==> config.mk <==
export PLATFORM = sky130hd
export DESIGN_NAME = debouncer
export DESIGN_NICKNAME = d
export VERILOG_FILES = /design/src/rtl/debounce_pkg.sv /design/src/rtl/debouncer.sv
export SDC_FILE = /design/constraint.sdc
export NUM_CORES = 1
export LEC_CHECK = 0
export BUFFER_PORTS_ARGS = -buffer_cell sky130_fd_sc_hd__buf_4
export CAP_MARGIN = 25
export CORE_AREA = 5 5 42 44
export DETAILED_ROUTE_END_ITERATION = 10
export DIE_AREA = 0 0 47 49
export RECOVER_POWER = 25
export SYNTH_ARGS = -nofsm -noshare
export SYNTH_HDL_FRONTEND = slang
export SYNTH_SLANG_ARGS = --single-unit
==> constraint.sdc <==
create_clock -name i_clk -period 1.1 [get_ports i_clk]
set_input_delay 0.275 -clock i_clk [delete_from_list [all_inputs] [get_ports i_clk]]
set_output_delay 0.275 -clock i_clk [all_outputs]
set_load 0.1 [all_outputs]
==> src/rtl/debounce_pkg.sv <==
// Shared types for the level debouncer.
//   state_t : 2-bit FSM encoding. Bit 1 of the encoding is the reported
//             level, so STABLE_HI/WAIT_LO read as 1 and STABLE_LO/WAIT_HI as 0.
package debounce_pkg;

  typedef enum logic [1:0] {
    STABLE_LO = 2'b00,
    WAIT_HI   = 2'b01,
    STABLE_HI = 2'b10,
    WAIT_LO   = 2'b11
  } state_t;

endpackage

==> src/rtl/debouncer.sv <==
// Level debouncer. The output level changes only after STABLE_CYCLES
// consecutive samples of i_d that differ from the current level. A single
// matching sample during a wait discards all accumulated count.
//
// Ports:
//   i_clk   - sole clock, all state updates on its rising edge
//   i_rst_n - asynchronous active-low reset
//   i_d     - level input, already synchronized to i_clk upstream
//   o_level - debounced level (registered)
//   o_rise  - one-cycle pulse in the first cycle o_level reads 1
//   o_fall  - one-cycle pulse in the first cycle o_level reads 0
//
// Input synchronization is not done here; i_d must come from a
// synchronizer stage.
module debouncer
  import debounce_pkg::*;
#(
  parameter int unsigned STABLE_CYCLES = 4
) (
  input  logic i_clk,
  input  logic i_rst_n,
  input  logic i_d,
  output logic o_level,
  output logic o_rise,
  output logic o_fall
);

  localparam int CNT_W = $clog2(STABLE_CYCLES);
  // Count value at which the next differing sample commits the toggle.
  localparam logic [CNT_W-1:0] LAST = CNT_W'(STABLE_CYCLES - 1);

  state_t           state_q;
  logic [CNT_W-1:0] cnt_q;
  logic             level_q;
  logic             rise_q;
  logic             fall_q;

  // Pulses are set on the same edge that commits the new level, so they
  // appear together with it and clear on the following edge.
  always_ff @(posedge i_clk or negedge i_rst_n) begin
    if (!i_rst_n) begin
      state_q <= STABLE_LO;
      cnt_q   <= '0;
      level_q <= 1'b0;
      rise_q  <= 1'b0;
      fall_q  <= 1'b0;
    end else begin
      rise_q <= 1'b0;
      fall_q <= 1'b0;
      unique case (state_q)
        STABLE_LO: begin
          if (i_d) begin
            state_q <= WAIT_HI;
            cnt_q   <= CNT_W'(1);
          end else begin
            cnt_q   <= '0;
          end
        end
        WAIT_HI: begin
          if (!i_d) begin
            state_q <= STABLE_LO;      // glitch: no partial credit
            cnt_q   <= '0;
          end else if (cnt_q == LAST) begin
            state_q <= STABLE_HI;
            cnt_q   <= '0;
            level_q <= 1'b1;
            rise_q  <= 1'b1;
          end else begin
            cnt_q   <= cnt_q + 1'b1;
          end
        end
        STABLE_HI: begin
          if (!i_d) begin
            state_q <= WAIT_LO;
            cnt_q   <= CNT_W'(1);
          end else begin
            cnt_q   <= '0;
          end
        end
        WAIT_LO: begin
          if (i_d) begin
            state_q <= STABLE_HI;
            cnt_q   <= '0;
          end else if (cnt_q == LAST) begin
            state_q <= STABLE_LO;
            cnt_q   <= '0;
            level_q <= 1'b0;
            fall_q  <= 1'b1;
          end else begin
            cnt_q   <= cnt_q + 1'b1;
          end
        end
        default: begin
          state_q <= STABLE_LO;
          cnt_q   <= '0;
          level_q <= 1'b0;
        end
      endcase
    end
  end

  assign o_level = level_q;
  assign o_rise  = rise_q;
  assign o_fall  = fall_q;

endmodule

==> results.tsv, run 1 <==
stage	metric	value	unit
synthesis	most common cell in the netlist	dfrtp_1	
route	post-DR wirelength/cell	10.12	um
finish	share of cells above drive strength 1	0.4848	
finish	Fillers	157	
global_routing	initial antenna violation count	0	
route	Initial DRC Count	3	
synthesis	Synth Area in Adders	0.04310	
place	Setup WS pre-CTS	0.01044	ns
synthesis	Post-synth top flop	dfrtp_1	
timing	Final WS setup	-0.01137	ns
worst_setup_path	r2r setup slk	0.02	ns
clock_network	CTS max path bufs	2	
clock_network	CTS clk-pin slew, worst paths	0.05	ns
synthesis	Synth top area share	0.6034	
route	via density per instance	4.204	
timing	Peak Freq	899.8	MHz
route	top sig layer	met4	
floorplanning	num ports	6	
synthesis	Yosys reg bits	7	
pwr	PwrDens	2189	nW/um^2
finish	Nets	38	
worst_hold_path	worst hold path class	in -> reg	
floorplanning	num rows	14	
timing	worst-margin pin slew	0.3945	ns
floorplanning	core area	1401	um^2
clock_network	CTS Buf Count	3	
run_status	status	finished, violations left	
pwr	Peak VDD IR	993.7	uV
flow_run	maxcap violations	0	
finish	area grow syn2layout	48.71	%
worst_setup_path	CP Max Fanout	2	
finish	ANT cells	0	
floorplanning	starting density of the core	0.2071	
worst_setup_path	Buf+Inv Stages, Crit Path	1	
synthesis	Synth Area in Simple Gates	0.1724	
clock_network	H-tree depth	1	
global_routing	first-pass GRT wire length	903	um
synthesis	mux share of post-synthesis cell area	0.05172	
timing	RSZ-0062 raised after global routing	true	
synthesis	share of flip-flops with an asynchronous set or reset	1.000	
synthesis	Synth Area in Compound Gates	0.08621	
synthesis	largest area contributor in the netlist	dfrtp_1	
timing	Slew Limit Fails	0	
route	Routed Antenna Nets	0	
timing	Final Setup Violations	1	
worst_setup_path	crit path kind	reg -> out	
place	port buffer count	5	
worst_setup_path	Largest delay share family, worst path	flip-flops	
timing	Fin Clk Skew	0.003316	ns
finish	Final Util	0.3080	
timing	Slew HR	0.7370	
synthesis	xor and xnor fraction of the mapped netlist area	0.03017	
global_routing	total global routing overflow	0	
clock_network	Clock Latency Late Sink	0.25	ns
worst_setup_path	slowest cell delay on critical path	0.42	ns
pwr	Pleak	0.0001792	uW
clock_network	# clock sinks	7	
global_routing	GRT Util Overall	0.05887	
worst_setup_path	CP arrival	0.84	ns
route	DRT Pass-1 Iters	2	
route	DRC	0	
route	wl on met1	211	um
finish	Final Cell Area	431.7	um^2
worst_setup_path	required time worst endpoint	0.82	ns
synthesis	sequential fraction of the synthesis area	0.6034	
timing	Fin. Hold Viols	0	
synthesis	Syn Std Cell Area	290.3	um^2
synthesis	Post-synth EDFFs	0	
synthesis	synth unique cells	14	
worst_setup_path	Crit. End Element	primary output	
synthesis	cells after synthesis	22	
timing	fin crit share	1.010	
timing	final hold slack	0.3043	ns
worst_setup_path	startpoint types	flip-flop	
global_routing	vias in the first global route	213	
clock_network	CTS tree	yes	
synthesis	Mapped Nets	26	
clock_network	clk root buf	clkbuf_4	
place	routability cong.	0.7383	
route	met2 routed WL	209	um
synthesis	main combinational cell family by area after synthesis	simple AND/OR/NAND/NOR gates	
synthesis	syn avg cell area	13.19	um^2
global_routing	largest net degree at the start of global routing	8	
route	met3 wire len	68	um
synthesis	synth cell count leaders	dfrtp_1 (7), nor2_1 (3)	
run_status	violated checks	negative setup slack	
place	placed inst area	354.1	um^2
timing	post-route minimum period	1.111	ns
worst_setup_path	CP max-delay cell	dfrtp_2	
route	vias	206	
floorplanning	die area	2303	um^2
synthesis	Syn. warnings	0	
floorplanning	die height	49	um
floorplanning	die width	47	um
route	Routed WL	496	um
worst_setup_path	crit path cell chain	buf_12	
synthesis	Synth area leaders	dfrtp_1 (60%), mux2_4 (5.2%), and4b_4 (4.7%), a211oi_2 (4.3%), ha_1 (4.3%)	
## through the flow
stage          power, uW  TNS (ns)  instances
2_1_floorplan      607.6         0         22
3_3_place_gp       659.4         0         43
3_5_place_dp       666.7         0         43
4_1_cts            925.2  -0.02789         49
5_1_grt             1048   -0.1154         49
6_report           945.0  -0.01137         49
## where the power goes
part | internal [uW] | total [uW] | switching, uW | leakage (uW)
clock network | 138 | 226 | 88.4 | 0.0000150
registers | 339 | 438 | 98.6 | 0.0000859
logic | 149 | 281 | 132 | 0.0000783
total | 626 | 945 | 319 | 0.000179
## timing repair
action / 4_1_cts / 5_1_grt
endpoints found under the setup margin: 4 / 4
cloned: 0 / 0
hold buffers: 1 / 0
endpoints found under the hold margin: 7 / 0
resized for setup: 7 / 1
pin swaps: 1 / 0
buffers inserted: 1 / 0
## layout by cell type, fill, tap and decap left out
master         synthesis  layout
a211oi_2               1       1
a21oi_1                1       1
and4b_4                1       1
buf_12                 0       1
buf_4                  0       2
buf_8                  0       2
clkbuf_1               0       2
clkbuf_4               0       3
dfrtp_1                7       4
dfrtp_2                0       3
dlygate4sd3_1          0       1
ha_4                   0       1
inv_1                  1       1
mux2_4                 1       1
nand2_1                1       1
nand2_2                1       1
nand3b_1               1       1
nor2_1                 3       3
nor3b_1                1       1
o21a_1                 1       1
xnor2_1                1       1
## per-layer routing
layer  track usage  vias to the layer above
met5             0                        -
met4       0.02765                        0
met3       0.06642                        2
met2       0.06561                       10
met1       0.06742                       96
li1              -                       98
## final cells by class
type / instances / area [um^2] / area share
clock buffer: 4 / 26.28 / 0.06087
multi-input combinational: 14 / 123.9 / 0.2870
tap: 16 / 20.02 / 0.04638
timing repair buffer: 7 / 78.83 / 0.1826
sequential: 7 / 178.9 / 0.4145
inverter: 1 / 3.754 / 0.008696
## logic make-up (layout without fill, tap and decap cells)
kind of cell,after synthesis,after routing
adders and majority gates,1,1
muxes,1,1
AOI/OAI and AO/OA,3,3
DFF,7,7
and+or+nand+nor,8,8
buffers and inverters,1,12
xor gates and xnor gates,1,1
## path summary, 6_finish.rpt
kind	startpoint	end	cells past startpoint
worst max-delay path	o_level	o_level	1
worst min-delay path	i_d	flip-flop	2
worst max register to register	cnt_q[0]	flip-flop	3
worst min register to register	flip-flop	o_rise	1
max in group asynchronous	i_rst_n	o_level	2
min in group asynchronous	i_rst_n	asynchronous set/reset pin	2
Note: power is estimated with default switching activity, not from simulation.
==> run 2: changes to the inputs <==
--- a/config.mk
+++ b/config.mk
@@ -10,6 +10,8 @@
 export CORE_AREA = 5 5 42 44
 export DETAILED_ROUTE_END_ITERATION = 10
 export DIE_AREA = 0 0 47 49
+export GPL_TIMING_DRIVEN = 1
+export MAX_ROUTING_LAYER = met4
 export RECOVER_POWER = 25
 export SYNTH_ARGS = -nofsm -noshare
 export SYNTH_HDL_FRONTEND = slang
==> results.tsv, run 2 (same netlist as run 1, synthesis figures left out) <==
stage	metric	value	unit	change
worst_setup_path	CP arrival	0.84	ns	about the same
floorplanning	die area	2303	um^2	unchanged
global_routing	vias in the first global route	214		+0.47%
global_routing	largest net degree at the start of global routing	8		unchanged
timing	fin crit share	1.010		about the same
finish	area grow syn2layout	48.71	%	unchanged
worst_setup_path	CP Max Fanout	2		unchanged
pwr	PwrDens	2187	nW/um^2	about the same
worst_setup_path	slowest cell delay on critical path	0.42	ns	about the same
worst_setup_path	CP max-delay cell	dfrtp_2		
timing	Fin. Hold Viols	0		unchanged
timing	post-route minimum period	1.111	ns	-0.0008012 ns
route	Routed WL	495	um	-0.20%
clock_network	CTS clk-pin slew, worst paths	0.05	ns	about the same
route	vias	206		unchanged
place	placed inst area	354.1	um^2	unchanged
clock_network	H-tree depth	1		unchanged
worst_setup_path	crit path cell chain	buf_12		
worst_setup_path	Largest delay share family, worst path	flip-flops		
pwr	Pleak	0.0001792	uW	unchanged
timing	setup total negative slack	-0.01057	ns	+0.0008012 ns
finish	Final Non-Filler Cells	49		unchanged
route	DRT Pass-1 Iters	2		unchanged
route	post-DR wirelength/cell	10.10	um	-0.20%
timing	Fin Clk Skew	0.003328	ns	+0.00001263 ns
place	routability cong.	0.7474		+1.2%
floorplanning	num ports	6		unchanged
finish	Nets	38		unchanged
finish	ANT cells	0		unchanged
finish	commonest non-fill, non-tap cell in the layout	dfrtp_1		
floorplanning	starting density of the core	0.2071		unchanged
timing	Final Setup Violations	1		unchanged
place	placed insts	43		unchanged
worst_hold_path	worst hold path class	in -> reg		
worst_setup_path	startpoint types	flip-flop		
floorplanning	die height	49	um	unchanged
timing	Slew Limit Fails	0		unchanged
run_status	violated checks	negative setup slack		
clock_network	CTS max path bufs	2		unchanged
global_routing	initial antenna violation count	0		unchanged
clock_network	CTS tree	yes		
worst_setup_path	Crit. End Element	primary output		
worst_setup_path	crit path kind	reg -> out		
worst_setup_path	required time worst endpoint	0.82	ns	about the same
floorplanning	core area	1401	um^2	unchanged
timing	worst-margin pin slew	0.3946	ns	+0.00005484 ns
route	Initial DRC Count	1		-2
place	Setup WS pre-CTS	0.01044	ns	unchanged
route	via density per instance	4.204		unchanged
flow_run	maxcap violations	0		unchanged
route	DRC	0		unchanged
global_routing	first-pass GRT wire length	903	um	unchanged
finish	share of cells above drive strength 1	0.4848		unchanged
timing	Peak Freq	900.4	MHz	about the same
floorplanning	num rows	14		unchanged
global_routing	total global routing overflow	0		unchanged
timing	Slew HR	0.7370		about the same
finish	Final Cell Area	431.7	um^2	unchanged
finish	Final Util	0.3080		unchanged
run_status	status	finished, violations left		
route	Routed Antenna Nets	0		unchanged
floorplanning	die width	47	um	unchanged
global_routing	GRT Util Overall	0.06036		+0.001498
pwr	Peak VDD IR	991.3	uV	-0.24%
place	port buffer count	5		unchanged
clock_network	CTS Buf Count	3		unchanged
clock_network	# clock sinks	7		unchanged
timing	RSZ-0062 raised after global routing	true		
finish	most frequent cells in the layout	dfrtp_1 (4), nor2_1 (3), clkbuf_4 (3), dfrtp_2 (3)		
clock_network	clk root buf	clkbuf_4		
clock_network	Clock Latency Late Sink	0.25	ns	about the same
timing	Final WS setup	-0.01057	ns	+0.0008012 ns
worst_setup_path	Buf+Inv Stages, Crit Path	1		unchanged
## run 2: cell counts in the layout (fill, tap and decap cells not counted)
No cell type changed its count.
## run 2: power breakdown
| part | switching (uW) | internal (uW) |
|---|---|---|
| sequential | 98.6 | 339 |
| combinational | 132 | 149 |
| clock | 87.8 | 138 |
| total | 318 | 626 |
## run 2: cell type report
cell class	count	area (um^2)
fillers	157	969.7
flip-flops and latches	7	178.9
multi-input cells	14	123.9
repair buffers	7	78.83
clock buffers	4	26.28
well taps	16	20.02
inverters	1	3.754
## run 2: timing repair
item                                   in CTS  in global routing
resized for setup                           7                  1
hold buffers                                1                  0
setup buffers                               1                  0
pin swaps                                   1                  0
endpoints found under the hold margin       7                  0
setup endpoints to repair                   4                  4
## run 2: metal layers
metal / GRT usage / routed length [um] / vias to the layer above
li1: - / - / 98
met1: 0.06742 / 211 / 96
met2: 0.06561 / 210 / 10
met3: 0.06642 / 66 / 2
met4: 0.02765 / 6 / 0
met5: - / 0 / -
## run 2: through the flow
stage                     power (uW)  hold slack (ns)
after CTS                      925.2           0.2985
after floorplan                607.6         -0.02059
after global placement         659.4          0.09096
after detailed placement       666.7          0.09262
after global routing            1048           0.2839
final                          944.2           0.3051
## run 2: worst paths after layout
kind                           start                         end  slack, ns  depth (start not counted)
setup / recovery             o_level                     o_level      -0.01                          1
hold / removal                   i_d                   flip-flop       0.31                          2
setup reg to reg            cnt_q[0]                   flip-flop       0.02                          3
hold reg to reg            flip-flop                      o_rise       0.53                          1
max in group asynchronous    i_rst_n                     o_level       0.34                          2
min in group asynchronous    i_rst_n  asynchronous set/reset pin       0.46                          2
